**config.mk**
```make
export PLATFORM = sky130hd
export DESIGN_NAME = exec_cluster_flat
export DESIGN_NICKNAME = d
export VERILOG_FILES = /design/src/rtl/exec_cluster_if.sv /design/src/rtl/exec_cluster.sv /design/src/flat_wrapper.sv
export SDC_FILE = /design/constraint.sdc
export NUM_CORES = 2
export LEC_CHECK = 0
export BUFFER_PORTS_ARGS = -buffer_cell sky130_fd_sc_hd__buf_2
export CAP_MARGIN = 25
export CORE_ASPECT_RATIO = 1.2
export CORE_UTILIZATION = 40
export CTS_CLUSTER_DIAMETER = 80
export DETAILED_ROUTE_END_ITERATION = 12
export PLACE_DENSITY = 0.59
export SETUP_SLACK_MARGIN = 0.3
export SLEW_MARGIN = 20
export SYNTH_ARGS = -nofsm -noshare
export SYNTH_HDL_FRONTEND = slang
export SYNTH_HIERARCHICAL = 1
export SYNTH_SLANG_ARGS = --single-unit
```
**constraint.sdc**
```tcl
create_clock -name clk -period 8.7 [get_ports clk]
set_clock_uncertainty 0.15 [all_clocks]
set_input_delay 0 -clock clk [delete_from_list [all_inputs] [get_ports clk]]
set_output_delay 0 -clock clk [all_outputs]
set_load 0.03 [all_outputs]
```
**src/rtl/exec_cluster_if.sv**
```systemverilog
// exec_cluster_if: handshake/bus bundle between the core and one execution cluster.
//   alloc_* : instruction allocation into the reservation station (valid/ready)
//   cdb_*   : common data bus snoop (broadcast, no backpressure)
//   res_*   : result port toward the CDB arbiter (valid/ready)
// master = core side, slave = exec_cluster side.
interface exec_cluster_if #(
  parameter int DATA_W = 32,
  parameter int TAG_W  = 4
);
  logic              alloc_valid;
  logic              alloc_ready;
  logic [3:0]        alloc_opcode;
  logic [TAG_W-1:0]  alloc_dst_tag;
  logic              alloc_src1_rdy;
  logic              alloc_src2_rdy;
  logic [TAG_W-1:0]  alloc_src1_tag;
  logic [TAG_W-1:0]  alloc_src2_tag;
  logic [DATA_W-1:0] alloc_src1_val;
  logic [DATA_W-1:0] alloc_src2_val;
  logic              cdb_valid;
  logic [TAG_W-1:0]  cdb_tag;
  logic [DATA_W-1:0] cdb_val;
  logic              res_valid;
  logic              res_ready;
  logic [TAG_W-1:0]  res_tag;
  logic [DATA_W-1:0] res_val;
  logic              res_err;

  modport master (
    output alloc_valid, alloc_opcode, alloc_dst_tag, alloc_src1_rdy, alloc_src2_rdy,
           alloc_src1_tag, alloc_src2_tag, alloc_src1_val, alloc_src2_val,
           cdb_valid, cdb_tag, cdb_val, res_ready,
    input  alloc_ready, res_valid, res_tag, res_val, res_err
  );

  modport slave (
    input  alloc_valid, alloc_opcode, alloc_dst_tag, alloc_src1_rdy, alloc_src2_rdy,
           alloc_src1_tag, alloc_src2_tag, alloc_src1_val, alloc_src2_val,
           cdb_valid, cdb_tag, cdb_val, res_ready,
    output alloc_ready, res_valid, res_tag, res_val, res_err
  );
endinterface

```
**src/rtl/exec_cluster.sv**
```systemverilog
// exec_cluster: Tomasulo execution cluster. RS_DEPTH-entry reservation station
// snooping the CDB, dispatching oldest-ready entries to NUM_FU fixed-latency
// units of one kind (FU_KIND 0 = add/sub, 1 = mul/div); finished units share
// one round-robin arbitrated result port.
//   clk, rst  : clock, synchronous active-high reset
//   flush     : squash all entries and in-flight ops
//   bus       : exec_cluster_if.slave (alloc, cdb, res channels)
//   occupancy : number of valid station entries

// One functional unit: loads an op on start, counts LATENCY cycles, then holds
// the result with done=1 until ack.
module exec_fu #(
  parameter int DATA_W  = 32,
  parameter int TAG_W   = 4,
  parameter int FU_KIND = 0,
  parameter int LATENCY = 3
) (
  input  logic              clk,
  input  logic              rst,
  input  logic              flush,
  input  logic              start,
  input  logic [3:0]        op_i,
  input  logic [TAG_W-1:0]  tag_i,
  input  logic [DATA_W-1:0] a_i,
  input  logic [DATA_W-1:0] b_i,
  input  logic              ack,
  output logic              busy,
  output logic              done,
  output logic [TAG_W-1:0]  res_tag,
  output logic [DATA_W-1:0] res_val,
  output logic              res_err
);
  localparam int CNT_W = (LATENCY > 1) ? $clog2(LATENCY) : 1;

  logic              busy_q, busy_d, done_q, done_d;
  logic [CNT_W-1:0]  cnt_q, cnt_d;
  logic [3:0]        op_q, op_d;
  logic [TAG_W-1:0]  tag_q, tag_d;
  logic [DATA_W-1:0] a_q, a_d, b_q, b_d;
  logic              legal;
  logic [DATA_W-1:0] raw;

  always_comb begin
    busy_d = busy_q; done_d = done_q; cnt_d = cnt_q;
    op_d = op_q; tag_d = tag_q; a_d = a_q; b_d = b_q;
    if (start) begin
      busy_d = 1'b1; done_d = 1'b0; cnt_d = CNT_W'(LATENCY - 1);
      op_d = op_i; tag_d = tag_i; a_d = a_i; b_d = b_i;
    end else if (busy_q && !done_q) begin
      if (cnt_q == '0) done_d = 1'b1;
      else             cnt_d  = cnt_q - 1'b1;
    end else if (done_q && ack) begin
      busy_d = 1'b0; done_d = 1'b0;
    end
  end

  always_ff @(posedge clk) begin
    if (rst || flush) begin
      busy_q <= 1'b0; done_q <= 1'b0; cnt_q <= '0;
      op_q <= '0; tag_q <= '0; a_q <= '0; b_q <= '0;
    end else begin
      busy_q <= busy_d; done_q <= done_d; cnt_q <= cnt_d;
      op_q <= op_d; tag_q <= tag_d; a_q <= a_d; b_q <= b_d;
    end
  end

  // Operands are frozen while busy, so the result is evaluated combinationally.
  always_comb begin
    legal = (FU_KIND == 0) ? (op_q == 4'd0 || op_q == 4'd1)
                           : (op_q == 4'd2 || op_q == 4'd3);
    case (op_q)
      4'd0:    raw = a_q - b_q;
      4'd1:    raw = a_q + b_q;
      4'd2:    raw = a_q * b_q;
      4'd3:    raw = (b_q == '0) ? '1 : a_q / b_q;
      default: raw = '0;
    endcase
    res_val = legal ? raw : '0;
    res_err = !legal;
  end

  assign busy    = busy_q;
  assign done    = done_q;
  assign res_tag = tag_q;
endmodule

module exec_cluster #(
  parameter int DATA_W   = 32,
  parameter int TAG_W    = 4,
  parameter int RS_DEPTH = 4,
  parameter int NUM_FU   = 2,
  parameter int FU_KIND  = 0,
  parameter int LATENCY  = 3
) (
  input  logic                            clk,
  input  logic                            rst,
  input  logic                            flush,
  exec_cluster_if.slave                   bus,
  output logic [$clog2(RS_DEPTH+1)-1:0]   occupancy
);
  localparam int IDX_W = (RS_DEPTH > 1) ? $clog2(RS_DEPTH) : 1;
  // One extra bit so live sequence stamps never span half the number space.
  localparam int AGE_W = $clog2(RS_DEPTH) + 1;
  localparam int PTR_W = (NUM_FU > 1) ? $clog2(NUM_FU) : 1;
  localparam int OCC_W = $clog2(RS_DEPTH + 1);

  typedef struct packed {
    logic              valid;
    logic [3:0]        op;
    logic [TAG_W-1:0]  dst;
    logic              s1_rdy;
    logic [TAG_W-1:0]  s1_tag;
    logic [DATA_W-1:0] s1_val;
    logic              s2_rdy;
    logic [TAG_W-1:0]  s2_tag;
    logic [DATA_W-1:0] s2_val;
    logic [AGE_W-1:0]  age;
  } rs_entry_t;

  rs_entry_t        rs_q [RS_DEPTH];
  rs_entry_t        rs_d [RS_DEPTH];
  logic [AGE_W-1:0] seq_q, seq_d;
  logic [PTR_W-1:0] rr_q, rr_d;
  logic             lock_q, lock_d;
  logic [PTR_W-1:0] lock_idx_q, lock_idx_d;

  logic [RS_DEPTH-1:0] elig, taken;
  logic [IDX_W-1:0]    alloc_idx, best;
  logic                alloc_fire, found_e, found_r;

  logic [NUM_FU-1:0]             fu_start, fu_busy, fu_done, fu_ack, fu_err;
  logic [NUM_FU-1:0][IDX_W-1:0]  fu_idx;
  logic [NUM_FU-1:0][TAG_W-1:0]  fu_tag;
  logic [NUM_FU-1:0][DATA_W-1:0] fu_val;
  logic [PTR_W-1:0]              rr_pick, sel;
  logic                          res_vld;

  // Modular age compare: a is older than b when (a - b) is negative.
  function automatic logic older(input logic [AGE_W-1:0] a, input logic [AGE_W-1:0] b);
    logic [AGE_W-1:0] d;
    d = a - b;
    return d[AGE_W-1];
  endfunction

  // Free flags, lowest free index, eligibility, occupancy: all from registered state.
  always_comb begin
    bus.alloc_ready = 1'b0;
    alloc_idx = '0;
    occupancy = '0;
    elig = '0;
    for (int i = RS_DEPTH - 1; i >= 0; i--) begin
      if (!rs_q[i].valid) begin
        bus.alloc_ready = 1'b1;
        alloc_idx = IDX_W'(i);
      end
      elig[i] = rs_q[i].valid && rs_q[i].s1_rdy && rs_q[i].s2_rdy;
      occupancy = occupancy + OCC_W'(rs_q[i].valid);
    end
  end

  assign alloc_fire = bus.alloc_valid && bus.alloc_ready && !flush;

  // Free units in ascending order each take the oldest eligible untaken entry.
  always_comb begin
    taken = '0; fu_start = '0; fu_idx = '0;
    found_e = 1'b0; best = '0;
    for (int k = 0; k < NUM_FU; k++) begin
      found_e = 1'b0; best = '0;
      if (!fu_busy[k]) begin
        for (int i = 0; i < RS_DEPTH; i++) begin
          if (elig[i] && !taken[i] && (!found_e || older(rs_q[i].age, rs_q[best].age))) begin
            found_e = 1'b1;
            best = IDX_W'(i);
          end
        end
        if (found_e) begin
          fu_start[k] = 1'b1;
          fu_idx[k]   = best;
          taken[best] = 1'b1;
        end
      end
    end
  end

  // Station next state: CDB snoop, free dispatched entries, write allocation.
  always_comb begin
    for (int i = 0; i < RS_DEPTH; i++) rs_d[i] = rs_q[i];
    seq_d = seq_q;
    for (int i = 0; i < RS_DEPTH; i++) begin
      if (rs_q[i].valid && bus.cdb_valid) begin
        if (!rs_q[i].s1_rdy && rs_q[i].s1_tag == bus.cdb_tag) begin
          rs_d[i].s1_rdy = 1'b1; rs_d[i].s1_val = bus.cdb_val;
        end
        if (!rs_q[i].s2_rdy && rs_q[i].s2_tag == bus.cdb_tag) begin
          rs_d[i].s2_rdy = 1'b1; rs_d[i].s2_val = bus.cdb_val;
        end
      end
      if (taken[i]) rs_d[i].valid = 1'b0;
    end
    if (alloc_fire) begin
      rs_d[alloc_idx].valid  = 1'b1;
      rs_d[alloc_idx].op     = bus.alloc_opcode;
      rs_d[alloc_idx].dst    = bus.alloc_dst_tag;
      rs_d[alloc_idx].age    = seq_q;
      rs_d[alloc_idx].s1_tag = bus.alloc_src1_tag;
      rs_d[alloc_idx].s2_tag = bus.alloc_src2_tag;
      // Bypass: a source broadcast in the allocation cycle is captured directly.
      rs_d[alloc_idx].s1_rdy = bus.alloc_src1_rdy ||
                               (bus.cdb_valid && bus.cdb_tag == bus.alloc_src1_tag);
      rs_d[alloc_idx].s1_val = bus.alloc_src1_rdy ? bus.alloc_src1_val : bus.cdb_val;
      rs_d[alloc_idx].s2_rdy = bus.alloc_src2_rdy ||
                               (bus.cdb_valid && bus.cdb_tag == bus.alloc_src2_tag);
      rs_d[alloc_idx].s2_val = bus.alloc_src2_rdy ? bus.alloc_src2_val : bus.cdb_val;
      seq_d = seq_q + 1'b1;
    end
  end

  for (genvar g = 0; g < NUM_FU; g++) begin : g_fu
    exec_fu #(.DATA_W(DATA_W), .TAG_W(TAG_W), .FU_KIND(FU_KIND), .LATENCY(LATENCY)) u_fu (
      .clk     (clk),
      .rst     (rst),
      .flush   (flush),
      .start   (fu_start[g]),
      .op_i    (rs_q[fu_idx[g]].op),
      .tag_i   (rs_q[fu_idx[g]].dst),
      .a_i     (rs_q[fu_idx[g]].s1_val),
      .b_i     (rs_q[fu_idx[g]].s2_val),
      .ack     (fu_ack[g]),
      .busy    (fu_busy[g]),
      .done    (fu_done[g]),
      .res_tag (fu_tag[g]),
      .res_val (fu_val[g]),
      .res_err (fu_err[g])
    );
  end

  // Round-robin grant; once offered and stalled the grant is locked so a
  // later-finishing unit at higher priority cannot change res_* mid-stall.
  always_comb begin
    rr_pick = rr_q; found_r = 1'b0;
    for (int off = 0; off < NUM_FU; off++) begin
      if (!found_r && fu_done[(int'(rr_q) + off) % NUM_FU]) begin
        found_r = 1'b1;
        rr_pick = PTR_W'((int'(rr_q) + off) % NUM_FU);
      end
    end
    sel     = lock_q ? lock_idx_q : rr_pick;
    res_vld = |fu_done;
    bus.res_valid = res_vld;
    bus.res_tag   = res_vld ? fu_tag[sel] : '0;
    bus.res_val   = res_vld ? fu_val[sel] : '0;
    bus.res_err   = res_vld ? fu_err[sel] : 1'b0;
    fu_ack = '0;
    rr_d = rr_q;
    if (res_vld && bus.res_ready) begin
      fu_ack[sel] = 1'b1;
      rr_d = (int'(sel) == NUM_FU - 1) ? '0 : sel + 1'b1;
    end
    lock_d     = res_vld && !bus.res_ready;
    lock_idx_d = sel;
  end

  always_ff @(posedge clk) begin
    if (rst || flush) begin
      for (int i = 0; i < RS_DEPTH; i++) rs_q[i] <= '0;
      seq_q <= '0; rr_q <= '0; lock_q <= 1'b0; lock_idx_q <= '0;
    end else begin
      for (int i = 0; i < RS_DEPTH; i++) rs_q[i] <= rs_d[i];
      seq_q <= seq_d; rr_q <= rr_d; lock_q <= lock_d; lock_idx_q <= lock_idx_d;
    end
  end
endmodule

```
**src/flat_wrapper.sv**
```systemverilog
// flat-port wrapper written by rule: the top's interface ports become plain ports
module exec_cluster_flat 
#(
  parameter int DATA_W   = 32,
  parameter int TAG_W    = 4,
  parameter int RS_DEPTH = 4,
  parameter int NUM_FU   = 2,
  parameter int FU_KIND  = 0,
  parameter int LATENCY  = 3
)
  (clk, rst, flush, occupancy, bus_alloc_valid, bus_alloc_opcode, bus_alloc_dst_tag, bus_alloc_src1_rdy, bus_alloc_src2_rdy, bus_alloc_src1_tag, bus_alloc_src2_tag, bus_alloc_src1_val, bus_alloc_src2_val, bus_cdb_valid, bus_cdb_tag, bus_cdb_val, bus_res_ready, bus_alloc_ready, bus_res_valid, bus_res_tag, bus_res_val, bus_res_err);
  exec_cluster_if #(.DATA_W(DATA_W), .TAG_W(TAG_W)) bus_i ();
  input  logic clk;
  input  logic rst;
  input  logic flush;
  output logic [$clog2(RS_DEPTH+1)-1:0] occupancy;
  input wire logic [$bits(bus_i.alloc_valid)-1:0] bus_alloc_valid;
  input wire logic [$bits(bus_i.alloc_opcode)-1:0] bus_alloc_opcode;
  input wire logic [$bits(bus_i.alloc_dst_tag)-1:0] bus_alloc_dst_tag;
  input wire logic [$bits(bus_i.alloc_src1_rdy)-1:0] bus_alloc_src1_rdy;
  input wire logic [$bits(bus_i.alloc_src2_rdy)-1:0] bus_alloc_src2_rdy;
  input wire logic [$bits(bus_i.alloc_src1_tag)-1:0] bus_alloc_src1_tag;
  input wire logic [$bits(bus_i.alloc_src2_tag)-1:0] bus_alloc_src2_tag;
  input wire logic [$bits(bus_i.alloc_src1_val)-1:0] bus_alloc_src1_val;
  input wire logic [$bits(bus_i.alloc_src2_val)-1:0] bus_alloc_src2_val;
  input wire logic [$bits(bus_i.cdb_valid)-1:0] bus_cdb_valid;
  input wire logic [$bits(bus_i.cdb_tag)-1:0] bus_cdb_tag;
  input wire logic [$bits(bus_i.cdb_val)-1:0] bus_cdb_val;
  input wire logic [$bits(bus_i.res_ready)-1:0] bus_res_ready;
  output wire logic [$bits(bus_i.alloc_ready)-1:0] bus_alloc_ready;
  output wire logic [$bits(bus_i.res_valid)-1:0] bus_res_valid;
  output wire logic [$bits(bus_i.res_tag)-1:0] bus_res_tag;
  output wire logic [$bits(bus_i.res_val)-1:0] bus_res_val;
  output wire logic [$bits(bus_i.res_err)-1:0] bus_res_err;
  assign bus_i.alloc_valid = bus_alloc_valid;
  assign bus_i.alloc_opcode = bus_alloc_opcode;
  assign bus_i.alloc_dst_tag = bus_alloc_dst_tag;
  assign bus_i.alloc_src1_rdy = bus_alloc_src1_rdy;
  assign bus_i.alloc_src2_rdy = bus_alloc_src2_rdy;
  assign bus_i.alloc_src1_tag = bus_alloc_src1_tag;
  assign bus_i.alloc_src2_tag = bus_alloc_src2_tag;
  assign bus_i.alloc_src1_val = bus_alloc_src1_val;
  assign bus_i.alloc_src2_val = bus_alloc_src2_val;
  assign bus_i.cdb_valid = bus_cdb_valid;
  assign bus_i.cdb_tag = bus_cdb_tag;
  assign bus_i.cdb_val = bus_cdb_val;
  assign bus_i.res_ready = bus_res_ready;
  assign bus_alloc_ready = bus_i.alloc_ready;
  assign bus_res_valid = bus_i.res_valid;
  assign bus_res_tag = bus_i.res_tag;
  assign bus_res_val = bus_i.res_val;
  assign bus_res_err = bus_i.res_err;
  exec_cluster #(.DATA_W(DATA_W), .TAG_W(TAG_W), .RS_DEPTH(RS_DEPTH), .NUM_FU(NUM_FU), .FU_KIND(FU_KIND), .LATENCY(LATENCY)) u_core (.clk(clk), .rst(rst), .flush(flush), .bus(bus_i), .occupancy(occupancy));
endmodule
```
## Yosys cells after proc, flatten, opt, wreduce, memory -nomap -nowiden

Memory sizes are Yosys's and may differ from the RTL's. A register that Yosys moved wholly into a read port is not among the register bits.
Cells that the tools add are included.

| storage, ports and cells | value |
|---|---|
| register bits | 14 |
| memory bits (writable) | 344 |
| input bits | 124 |
| logic and storage cells | 349 |
| memories | 1 |

Memories:

| name | depth | bits a word | read ports | clocked after Yosys merged registers in | write ports | line | RTL |
|---|---|---|---|---|---|---|---|
| u_core.rs_q | 4 | 86 | 10 | 2 | 4 | exec_cluster.sv:120 | `rs_entry_t rs_q [RS_DEPTH];` |

| cells by class | value |
|---|---|
| add/sub/neg operators | 18 |
| multipliers | 2 |
| div/mod/pow operators | 2 |
| $lt $le $gt $ge | 10 |
| eq/ne operators | 22 |
| multiplexer cells | 169 |
| bitwise gates (word level) | 9 |
| reductions and logical operators | 104 |

Operator list:

| kind | count |
|---|---|
| 344-bit bitwise mux | 10 |
| 86-bit demux with 2-bit select | 10 |
| 32-bit two-way mux | 21 |
| 86-bit two-way mux | 5 |
| 344-bit two-way mux | 1 |
| 32-bit one-hot mux with 4 select lines | 2 |
| 33-bit two-way mux | 4 |
| 85-bit two-way mux | 1 |
| 81-bit two-way mux | 1 |
| 77-bit two-way mux | 1 |
| 76-bit two-way mux | 1 |
| 72-bit two-way mux | 1 |
| 1-bit two-way mux | 68 |
| 32-bit adder | 2 |
| 32-bit by 32-bit divider with 32-bit output | 2 |
| 32-bit zero test | 2 |
| 32-bit by 32-bit multiplier with 32-bit output | 2 |
| 32-bit subtractor | 2 |
| 2-bit two-way mux | 29 |
| 1-bit logical AND | 45 |
| 4-bit equality test | 10 |
| 40-bit two-way mux | 1 |
| 39-bit two-way mux | 1 |
| 35-bit two-way mux | 1 |
| 32 further kinds | 113 |

## Longest topological paths before layout

An unclocked memory read counts as a cell.

| depth | value |
|---|---|
| depth after elaboration | 69 |
| mapped depth | 42 |

## Hierarchy

The synthesis kept the hierarchy.

By module, submodules not included:

| module | instances | cells each | area an instance (sq um) | seq. area each (sq um) |
|---|---|---|---|---|
| exec_cluster | 1 | 2673 | 21359.2 | 7006.7 |
| exec_fu at u_core.g_fu[1].u_fu | 1 | 671 | 5225.0 | 1521.5 |
| exec_fu at u_core.g_fu[0].u_fu | 1 | 667 | 5183.7 | 1521.5 |

## Worst setup path after synthesis

No wires, ideal clock.

| timing path | value |
|---|---|
| path type | register to register |
| start point | register with a tool-made name |
| end point | register u_core.g_fu[1].u_fu.b_q[14], read port of u_core.rs_q |
| setup time | 0.065 ns |
| arrival time | 8.077 ns |
| required time | 8.485 ns |
| path slack | 0.408 ns |
| stages on the path, launching flop included | 41 |
| buffers on the path | 4 |
| period minus slack after synthesis | 8.292 ns |
| cell sequence | dfxtp_1 inv_1 ha_1 a21o_1 a211oi_2 mux2i_1 ha_1 o221a_2 nor3_1 o31ai_1 o21ai_0 ha_1 nor2_1 o311a_1 a31oi_4 a21o_2 and3_1 nor3_1 [5 not listed] xnor2_1 nand2_1 nand2_1 clkbuf_1 clkbuf_1 o21ai_0 ha_1 or3_1 nor3_1 a221o_1 or3_4 nor2_1 buf_2 buf_2 mux2i_1 o221a_2 mux2i_1 nor2_1 |

RTL lines:

| item | line | RTL |
|---|---|---|
| end, declared | exec_cluster.sv:39 | `logic [DATA_W-1:0] a_q, a_d, b_q, b_d;` |

==> impl_results.md <==
- Final setup TNS: 0 ns
- CTS clk-pin slew, worst paths: 0.06 ns
- Post-route minimum period: between 8 and 9 ns
- Slew Limit Headroom: 28.4%
- Synth unique cells: 85
- Max Fclk: 0.125 GHz
- Worst-margin pin slew: 1.07 ns
- IO buf count: 165
- Final #Nets: 4,225
- CP max stage cell: dfxtp_1
- Sequential share of the synthesized area: 31.6%
- Root buf cell: clkbuf_16
- Startpoint type of the worst setup path: register
- Most common cell after layout, fill and taps aside: nor2_1
- Critical Path AT: roughly 8.4 ns
- 1st-pass router iterations: 5
- Flops & latches, synth: 502
- Logic pwr share: 6.7%
- Power per Cell Area: 141 nW/um2
- CTS buffer count: 52
- Chip Width: approximately 260 um
- Clk buf depth: 3
- CORE AREA: 78,200 um2
- CP most frequent cell: ha_1
- CTS tree: yes
- Max incr delay on CP: 0.44 ns
- Status: complete, no violations
- Number of global-route vias before repair: 27,900
- Number of DRC markers in iteration 0: 2,956
- Post-synth design cell area: between 30,000 and 40,000 um2
- Remaining DRCs: 0
- WL/cell: 22.5 um
- Total GRT Usage: 27.5%
- TritonCTS Sinks: 502
- Via count: 29,800
- Share of cells above drive strength 1: 12.9%
- Avg Cell Area, Syn: 7.92 um2
- First-pass GRT wire length: between 150,000 and 200,000 um
- # IOs: 166
- ANT nets after route: 0
- Ys flop type: dfxtp_1
- Period utilization: between 90% and 100%
- Warnings, synthesis: 6
- Row count: about 110
- H-tree levels: 2
- Die Height: 311 um
- Mapped Cells: 4,011
- Hold crit path type: input port to register
- Post-synth EDFFs: 0
- Fin. max-slew vios: 0
- Critical Path RT: 9.10 ns
- Commonest non-fill, non-tap cells in the layout: nor2_1 (596), dfxtp_1 (500), mux2i_1 (466)
- Final hold vios: 0
- Filler cells: 7,715
- Via density: 5.85
- Final core occ: 46.8%
- NetSw: 0.00123 W
- CP max FO: 12
- Clock network fraction of design power: about half
- Sw frac: between 20% and 30%
- DRT Wirelength: roughly 110,000 um
- Synth Net Count: 4,214
- Worst skew pair latency: 0.62 ns
- Worst Setup End Kind: register
- RSZ-0062 raised after global routing: no
- Maxcap violations: 0
- Ys async rst share: 0%
- Area delta synth->final: 15.2%
- Share of power burned in registers: 45.2%
- Hpwl dp: ~76,000 um
- Cell-internal power: 0.00391 W
- Placer Congestion: 0.897
- Initial antenna violation count: 3
- Starting Density: 40.6%
- Leakage Power: 12.6 nW
- Layout Cells excl Fill: roughly 5,000
- Placed cells: roughly 4,800
- Largest net degree at the start of global routing: 177
- Grt ovf: 0
- # setup viols final: 0
- Crit Path Category: register to register
- Peak VDD IR: 0.191 mV
- Die Area: 80,600 um2
[critical path, delay by kind of cell (launching register included)]
family / cells / cell delay [ns]
AOI/OAI and AO/OA: 15 / 2.67
and+or+nand+nor: 13 / 2.08
adders and majority gates: 5 / 1.29
muxes: 3 / 0.64
buffers and inverters: 3 / 0.52
DFF: 1 / 0.44
xor gates and xnor gates: 1 / 0.16
[layer usage]
metal	part of all wire, %	track usage, %
met2	46	44.2
met3	7.1	4.20
met5	0.0096	0
met1	44	37.2
met4	3.1	9.12
[cells by family (layout without fill, tap and decap cells)]
logic type / Yosys count / after routing / synth area share (%)
buffers and inverters: 524 / 578 / 6.45
XOR/XNOR: 150 / 150 / 4.14
multiplexers: 533 / 533 / 17.1
AO/OA/AOI/OAI: 872 / 872 / 19.4
adder cells (fa/ha/maj): 80 / 80 / 3.21
AND/OR/NAND/NOR: 1350 / 1350 / 18.1
flip-flops: 502 / 502 / 31.6
other: 0 / 1 / 0
[Yosys cell counts (17+ instances only)]
library cell  count  share of area [%]
a211oi_1        265                6.3
a21o_1           28               0.66
dfxtp_1         502                 32
nand2_1         438                5.2
o31ai_1          20               0.47
a31oi_1          92                1.8
inv_1            82               0.97
clkbuf_1        373                4.4
mux2i_1         468                 15
mux2_2           65                2.3
nand2b_1         23               0.45
nor2b_1          17               0.33
nand3_1          36               0.57
nor2_1          598                7.1
o22ai_1          75                1.5
ha_1             76                3.0
buf_2            17               0.27
nor3_1          125                2.0
buf_1            41               0.48
a21oi_1         199                3.1
o21ai_0          38               0.60
nor4_1           27               0.53
xnor2_1         112                3.1
xor2_1           38                1.0
o221a_2          62                2.2
[metrics by stage]
stage          worst slack [ns]  power [W]  cell area [um2]  hold slack (ns)
3_3_place_gp              0.507    0.00267            32900           0.0351
3_5_place_dp              0.348    0.00267            32900           0.0393
6_report                  0.673    0.00514            36600           0.0492
2_1_floorplan             0.408    0.00255            31800          -0.0707
5_1_grt                   0.260    0.00529            36600           0.0381
4_1_cts                   0.330    0.00517            36400           0.0223
[cell type report]
class,count,area (um2),share of cell area [%]
multi-input cells,2985,19900,54.4
flip-flops and latches,502,10100,27.5
repair buffers,396,3180,8.68
clock buffers,77,1550,4.23
well taps,1026,1280,3.51
clock inverters,20,319,0.872
inverters,85,319,0.872
diodes,1,2.50,0.00684
[power groups by stage]
stage	registers (W)	logic [W]	clock network (W)
after floorplan	0.00237	0.000178	0
after CTS	0.00233	0.000337	0.00251
after global placement	0.00238	0.000291	0
after global routing	0.00233	0.000364	0.00260
after detailed placement	0.00238	0.000291	0
final	0.00233	0.000344	0.00247
[repair_timing]
| action | CTS | global route |
|---|---|---|
| endpoints found under the hold margin | 341 | 0 |
| hold buffers | 155 | 0 |
| endpoints found under the setup margin | 0 | 76 |
| buffers inserted | 0 | 7 |
| gates resized for setup | 0 | 9 |
[final timing paths]
kind         depth (start not counted)                           to  slack, ns            startpoint
min                                  4                     register       0.05  bus_alloc_dst_tag[2]
max                                 40  u_core/g_fu[1].u_fu/a_q[15]       0.67              register
max reg2reg                         40  u_core/g_fu[1].u_fu/a_q[15]       0.67              register
min reg2reg                          2                     register       0.32              register
No activity file was read; power rests on OpenSTA's default activity.
